$ cat src/rtl/sha2_pkg.sv
// -----------------------------------------------------------------------------
// sha2_pkg
//   Shared definitions for the SHA-2 input control unit.
//   - Message geometry: 64-bit words, 3-bit datapath index, 8-word blocks.
//   - Controller state codes and resume codes, kept as plain logic constants
//     so they can be compared against legacy code that uses raw encodings.
// -----------------------------------------------------------------------------
package sha2_pkg;

  localparam int W             = 64;
  localparam int IDX_W         = 3;
  localparam int BLK_WORDS     = 1 << IDX_W;
  localparam int LEN_IDX       = BLK_WORDS - 1;  // length word slot
  localparam int LAST_ZERO_IDX = BLK_WORDS - 2;  // last slot that may be zero-filled

  typedef logic [2:0] state_t;
  typedef logic [1:0] resume_t;

  // Controller states
  localparam state_t S_DATA = 3'd0;  // accepting message words
  localparam state_t S_PAD  = 3'd1;  // writing the 0x80.. pad word
  localparam state_t S_ZERO = 3'd2;  // zero-filling up to the length slot
  localparam state_t S_LEN  = 3'd3;  // writing the message bit length
  localparam state_t S_FULL = 3'd4;  // block announced, waiting for blk_ack
  localparam state_t S_CLR  = 3'd5;  // one-cycle datapath clear after final block

  // Where to go once the current full block is acknowledged
  localparam resume_t R_DATA  = 2'd0;
  localparam resume_t R_ZERO  = 2'd1;
  localparam resume_t R_FINAL = 2'd2;

endpackage

$ cat src/rtl/sha2_inctrl.sv
// -----------------------------------------------------------------------------
// sha2_inctrl
//   Control unit in front of the SHA-2 input datapath. Accepts 64-bit message
//   words over valid/ready, steers the datapath word-source selects to build
//   SHA-2 padding (pad word, zero fill, bit length), and announces each
//   complete 8-word block to the compression stage, holding until it is
//   acknowledged.
//
//   Optional build macro: SHA2_BLK_CNT_EN adds blk_cnt, the number of blocks
//   acknowledged for the current message (saturating, cleared between
//   messages).
//
// Ports
//   clk       in   clock
//   rst       in   synchronous active-high reset
//   in_vld    in   in_pkt/in_last valid
//   in_rdy    out  word accepted when in_vld & in_rdy
//   in_pkt    in   message word
//   in_last   in   final word of the message
//   idx       in   datapath write index (datapath advances it on st_pkt)
//   pkt       out  word to datapath (in_pkt pass-through)
//   st_pkt    out  datapath write strobe
//   clr       out  datapath length/index clear
//   pad_pkt   out  select pad word
//   zero_pkt  out  select zero word
//   mgln_pkt  out  select message-length word
//   blk_vld   out  complete block available at datapath (registered)
//   blk_last  out  qualifies blk_vld: final block of message (registered)
//   blk_ack   in   block consumed
//   blk_cnt   out  [SHA2_BLK_CNT_EN only] blocks acknowledged this message
// -----------------------------------------------------------------------------
module sha2_inctrl
  import sha2_pkg::*;
#(
  parameter int W     = sha2_pkg::W,
  parameter int IDX_W = sha2_pkg::IDX_W
) (
  input  logic             clk,
  input  logic             rst,
  input  logic             in_vld,
  output logic             in_rdy,
  input  logic [W-1:0]     in_pkt,
  input  logic             in_last,
  input  logic [IDX_W-1:0] idx,
  output logic [W-1:0]     pkt,
  output logic             st_pkt,
  output logic             clr,
  output logic             pad_pkt,
  output logic             zero_pkt,
  output logic             mgln_pkt,
  output logic             blk_vld,
  output logic             blk_last,
  input  logic             blk_ack
`ifdef SHA2_BLK_CNT_EN
  ,
  output logic [15:0]      blk_cnt
`endif
);

  // Slot positions derived from the index width so the controller tracks the
  // datapath geometry.
  localparam logic [IDX_W-1:0] IDX_LEN       = '1;
  localparam logic [IDX_W-1:0] IDX_LAST_ZERO = IDX_W'((1 << IDX_W) - 2);

  state_t  state, state_nxt;
  resume_t resume, resume_nxt;
  // A message whose last word lands in slot 7 still owes its pad word; it
  // becomes the first word of the following block.
  logic    pad_pend, pad_pend_nxt;

  assign pkt = in_pkt;

  always_comb begin
    // NOTE: every output of this block gets a default first, so no path
    // through the case statement leaves a value unassigned (no latches).
    state_nxt    = state;
    resume_nxt   = resume;
    pad_pend_nxt = pad_pend;
    in_rdy       = 1'b0;
    st_pkt       = 1'b0;
    clr          = 1'b0;
    pad_pkt      = 1'b0;
    zero_pkt     = 1'b0;
    mgln_pkt     = 1'b0;

    case (state)
      S_DATA: begin
        in_rdy = 1'b1;
        st_pkt = in_vld;
        if (in_vld) begin
          if (idx == IDX_LEN) begin
            state_nxt    = S_FULL;
            resume_nxt   = in_last ? R_ZERO : R_DATA;
            pad_pend_nxt = in_last;
          end else if (in_last) begin
            state_nxt = S_PAD;
          end
        end
      end

      S_PAD: begin
        st_pkt       = 1'b1;
        pad_pkt      = 1'b1;
        pad_pend_nxt = 1'b0;
        if (idx == IDX_LEN) begin
          // Pad filled the block: length goes in a fresh all-zero block.
          state_nxt  = S_FULL;
          resume_nxt = R_ZERO;
        end else if (idx == IDX_LAST_ZERO) begin
          state_nxt = S_LEN;
        end else begin
          state_nxt = S_ZERO;
        end
      end

      S_ZERO: begin
        st_pkt   = 1'b1;
        zero_pkt = 1'b1;
        if (idx == IDX_LAST_ZERO) state_nxt = S_LEN;
      end

      S_LEN: begin
        st_pkt     = 1'b1;
        mgln_pkt   = 1'b1;
        state_nxt  = S_FULL;
        resume_nxt = R_FINAL;
      end

      S_FULL: begin
        if (blk_ack) begin
          case (resume)
            R_DATA:  state_nxt = S_DATA;
            R_ZERO:  state_nxt = pad_pend ? S_PAD : S_ZERO;
            default: state_nxt = S_CLR;
          endcase
        end
      end

      S_CLR: begin
        clr       = 1'b1;
        state_nxt = S_DATA;
      end

      default: state_nxt = S_DATA;
    endcase

    // Reset forces the datapath into its cleared state and blocks all writes.
    if (rst) begin
      in_rdy   = 1'b0;
      st_pkt   = 1'b0;
      pad_pkt  = 1'b0;
      zero_pkt = 1'b0;
      mgln_pkt = 1'b0;
      clr      = 1'b1;
    end
  end

  always_ff @(posedge clk) begin
    // NOTE: state registers use non-blocking assignments so every flop
    // samples the pre-edge value of every other flop.
    if (rst) begin
      state    <= S_DATA;
      resume   <= R_DATA;
      pad_pend <= 1'b0;
      blk_vld  <= 1'b0;
      blk_last <= 1'b0;
    end else begin
      state    <= state_nxt;
      resume   <= resume_nxt;
      pad_pend <= pad_pend_nxt;
      // blk_vld mirrors occupancy of S_FULL, so it rises the cycle after the
      // slot-7 write and falls the cycle after blk_ack.
      blk_vld  <= (state_nxt == S_FULL);
      blk_last <= (state_nxt == S_FULL) && (resume_nxt == R_FINAL);
    end
  end

`ifdef SHA2_BLK_CNT_EN
  always_ff @(posedge clk) begin
    if (rst || state == S_CLR) begin
      blk_cnt <= '0;
    end else if (state == S_FULL && blk_ack && blk_cnt != 16'hFFFF) begin
      blk_cnt <= blk_cnt + 16'd1;
    end
  end
`endif

endmodule

$ cat config.mk
export PLATFORM = sky130hd
export DESIGN_NAME = sha2_inctrl
export DESIGN_NICKNAME = d
export VERILOG_FILES = /design/src/rtl/sha2_pkg.sv /design/src/rtl/sha2_inctrl.sv
export SDC_FILE = /design/constraint.sdc
export NUM_CORES = 1
export LEC_CHECK = 0
export CORE_UTILIZATION = 27
export CTS_BUF_LIST = sky130_fd_sc_hd__clkbuf_4
export CTS_CLUSTER_SIZE = 10
export DETAILED_ROUTE_END_ITERATION = 16
export GPL_ROUTABILITY_DRIVEN = 0
export GPL_TIMING_DRIVEN = 1
export HOLD_SLACK_MARGIN = 0.15
export PLACE_DENSITY = 0.9
export SETUP_SLACK_MARGIN = 0.3
export SLEW_MARGIN = 10
export SYNTH_ARGS = -nofsm -noshare
export SYNTH_HDL_FRONTEND = slang
export SYNTH_SLANG_ARGS = --single-unit
$ cat constraint.sdc
create_clock -name clk -period 2.5 [get_ports clk]
set_input_delay 0.5 -clock clk [delete_from_list [all_inputs] [get_ports clk]]
set_output_delay 0.5 -clock clk [all_outputs]
set_load 0.02 [all_outputs]
**Word level (Yosys, flattened, before mapping)**

Cells that the tools add are included.

- Output and inout bits: 72
- Flip-flop bits (word level): 8
- Input bits: 72

- Equality and inequality tests: 12
- Mux-type cells: 30
- Reductions and logical operators: 6

Operator list:

| cell | number |
|---|---|
| $mux 3 | 6 |
| $eq 3x3->1 const B | 5 |
| $mux 1 | 15 |
| $pmux 3 s5 | 1 |
| $mux 2 | 4 |
| $eq 3x2->1 const B | 2 |
| $pmux 2 s3 | 1 |
| $pmux 3 s2 | 1 |
| $ne 2x2->1 const B | 2 |
| $pmux 1 s2 | 2 |
| $eq 3x1->1 const B | 1 |
| $logic_not 3->1 | 1 |
| $reduce_and 3->1 | 1 |
| $reduce_or 3->1 | 1 |
| $eq 2x1->1 const B | 1 |
| $eq 2x2->1 const B | 1 |
| $logic_not 2->1 | 1 |
| $reduce_bool 2->1 | 1 |
| $logic_and 1x1->1 | 1 |

**Longest topological paths before layout**

- Word-level depth: 6
- Depth in mapped cells: 5
- Depth with buffers taken out: 4

**Least setup slack after synthesis**

OpenSTA, ideal clock, no wires.

- Path kind: input to output
- From: in rst
- To: out pad_pkt
- Setup slack: 0.568 ns
- Arrival time: 1.432 ns
- Data required time: 2.000 ns
- Stages on the path: 2
- Cells stage by stage: clkbuf_1 > nor4b_1

- Longest elaborated chain between the ends: 1

Ends and longest elaborated chain:

| item | line | source |
|---|---|---|
| start: declaration | sha2_inctrl.sv:39 | `input logic rst,` |
| $mux 1 | sha2_inctrl.sv:148 | `if (rst) begin` |
| end: declaration | sha2_inctrl.sv:48 | `output logic pad_pkt,` |

Every way passes these cells.

**Final worst setup path**

- From: in rst
- To: out st_pkt

- Longest elaborated chain between the ends: 1

Ends and longest elaborated chain:

| item | line | source |
|---|---|---|
| $mux 1 | sha2_inctrl.sv:148 |  |
| end: declaration | sha2_inctrl.sv:46 | `output logic st_pkt,` |

Every way passes these cells.

==> qor.yml <==
outcome:
  status: "completed"
route:
  wl_per_cell_microns: 11.9
  drt-vias-per-instance: 4.44
  drcViolationCount: 0
  num_vias: 550
  first_pass_iters: 4
  wirelength_mm: 1.48
  drt_iter0_markers: 12
  detail-route-antenna-nets: 0
yosys:
  synth.distinct_cells: 33
  syn_area_per_cell_sq_um: 7.98
  synth_nets: 199
  ys.flop_type: "dfxtp_1"
  synth_cells: 127
  syn_area_sq_mm: 0.00101
  yosysSeqAreaShare_pct: 15.8
  ys_warn_count: 0
  yosys_register_bits: 8
  synthArstFlopShare_pct: 0
  synth_enable_flop_cells: 0
clock_network:
  clkSinkCount: 8
  cts_buffers: 3
  clock_latency_ns: 0.25
  cts_root_buffer: "clkbuf_4"
  cts_setup_buffers: 0
  clock_path_buffers: 2
  cts_tree: "yes"
  htree_levels: 1
  clk_pin_slew_ns: 0.05
final_layout:
  stdcell_area_sq_um: 727
  nets: 152
  syn2layout_area_growth_pct: -28.3
  antenna_cells: 0
  drive_above_1_share_pct: 15.4
  fillers: 405
setup_path:
  r2r_cells: 4
  crit_chain: "clkdlybuf4s50_1 > buf_4 > nor3_1 > dlygate4sd2_1"
  crit_path_top_delay_cell: "clkdlybuf4s50_1"
  end_kind: "primary output"
  crit_path_start_kind: "input pin"
  r2r_setup_slack_ns: 1.01
  cp-endpoint: "st_pkt"
  crit_path_start: "rst"
  worstPathMaxFanout: 11
  crit_arrival_ns: 1.60
  worstReg2RegStart: "state[0]"
  critPathRequiredTime_ns: 2.00
  worstReg2RegEnd: "blk_last"
  critPathKind: "input pin to primary output"
  cp_slowest_stage_delay_ns: 0.40
die:
  core_area_sq_mm: 0.00347
  dieArea_sq_mm: 0.00400
  fp.dieW_microns: 63.3
  ioPinCount: 144
  start_util_pct: 29.2
  die_h_microns: 63.3
  rows: 21
power_and_ir_drop:
  ir_drop_mv: 0.270
  p_leak_nw: 0.299
  power_density_mw_per_mm2: 488
sta:
  setup-violations-final: 0
  fin_crit_ns: 2.10
  fin_crit_sh_pct: 84.2
  clock_skew_ns: 0.00165
  fmax_mhz: 475
  setup_tns_ns: 0
  rsz0062_at_grt: "no"
  worst_pin_slew_ns: 0.497
  slew_violations: 0
  slew_headroom_pct: 66.8
  timing_hold_violations_final: 0
global_routing:
  grt_first_pass_wirelength_mm: 2.35
  overflow: 0
  grt_pass1_vias: 537
  antenna_found_initial: 0
  grt_max_degree: 17
  grt_use_total_pct: 7.31
place:
  place_area_sq_um: 719
  numPortBuffers: 15
  dp_hpwl_mm: 1.09
worst_hold_path:
  hold_path_class: "flip-flop to flip-flop"
run:
  maxCapViolCount: 0
## area by class of cell
| cell class | count | area [sq um] | area share [%] |
|---|---|---|---|
| Sequential cell | 8 | 160 | 22.0 |
| Inverter | 2 | 7.51 | 1.03 |
| Clock buffer | 3 | 22.5 | 3.10 |
| Tap cell | 46 | 57.6 | 7.92 |
| Timing Repair Buffer | 17 | 150 | 20.7 |
| Multi-Input combinational cell | 48 | 329 | 45.3 |
## cells in the mapped netlist (2+ instances only)
cell type	n	area, sq um
o211ai_1	2	15.0
a21oi_1	5	25.0
and2_1	2	12.5
buf_4	64	480
buf_2	2	10.0
dfxtp_1	8	160
buf_6	2	22.5
nor2_1	7	26.3
nand2_1	3	11.3
nor3_1	6	30.0
nand2b_1	2	12.5
inv_1	2	7.51
o21bai_1	2	15.0
## worst min-delay path by stage
stage               startpoint   endpoint  slack, ns  cells after the start
floorplan            resume[0]  resume[0]       0.49                      2
global placement      pad_pend   pad_pend       0.54                      2
detailed placement   resume[0]  resume[0]       0.53                      2
CTS                  resume[0]  resume[0]       0.54                      2
global route         resume[0]  resume[0]       0.57                      2
finish               resume[0]  resume[0]       0.54                      2
## layout by cell type, fill, tap and decap left out, drive strengths merged, types with 2 or more instances in the layout
master | netlist | layout
nor3 | 6 | 6
dlygate4sd2 | 0 | 4
a21oi | 5 | 5
inv | 2 | 2
o211ai | 2 | 2
dfxtp | 8 | 8
nand2b | 2 | 2
buf | 68 | 2
o21bai | 2 | 2
clkdlybuf4s50 | 0 | 9
and2 | 2 | 2
nor2 | 7 | 7
clkbuf | 1 | 5
nand2 | 4 | 4
## layer usage
layer	vias to the layer above	wire length (microns)	global-route usage, %
met2	40	667	10.6
met4	0	21	5.40
li1	262	-	-
met3	8	155	3.44
met5	-	0	0
met1	240	637	8.26
## per-stage QoR
step / std cells / setup WS, ns / util (%) / hold slack, ns / total power [mW]
after global routing: 124 / 0.322 / 21.0 / 0.568 / 0.379
after detailed placement: 121 / 0.00379 / 20.7 / 0.529 / 0.271
after CTS: 124 / 0.301 / 21.2 / 0.544 / 0.363
after global placement: 121 / 0.0254 / 20.7 / 0.538 / 0.268
final: 124 / 0.396 / 21.0 / 0.543 / 0.355
after floorplan: 127 / 0.568 / - / 0.486 / 0.383
## critical path, delay by kind of cell
family        cells  cell delay [ns]
buf+inv           3             0.92
simple gates      1             0.18
## where the power goes
part           internal, mW  switching [mW]  leakage, nW
sequential            0.135          0.0175       0.0649
clock                0.0546          0.0392       0.0138
combinational        0.0533          0.0550        0.220
total                 0.243           0.112        0.299
## flip-flops by register name, summed over array words and instances (netlist names)
register,flops
state,3
resume,2
blk_last,1
blk_vld,1
pad_pend,1
## cell families after synthesis
| family | after synthesis | synth area share [%] |
|---|---|---|
| AO/OA/AOI/OAI | 18 | 14.1 |
| buffers and inverters | 71 | 51.7 |
| flip-flops | 8 | 15.8 |
| AND/OR/NAND/NOR | 30 | 18.4 |
## repair_timing
action                     CTS  global route
hold buffers                 0             0
setup endpoints to repair    6             2
gates resized for setup      6             6
hold endpoints to repair     0             0
No activity file was read; power rests on OpenSTA's default activity.
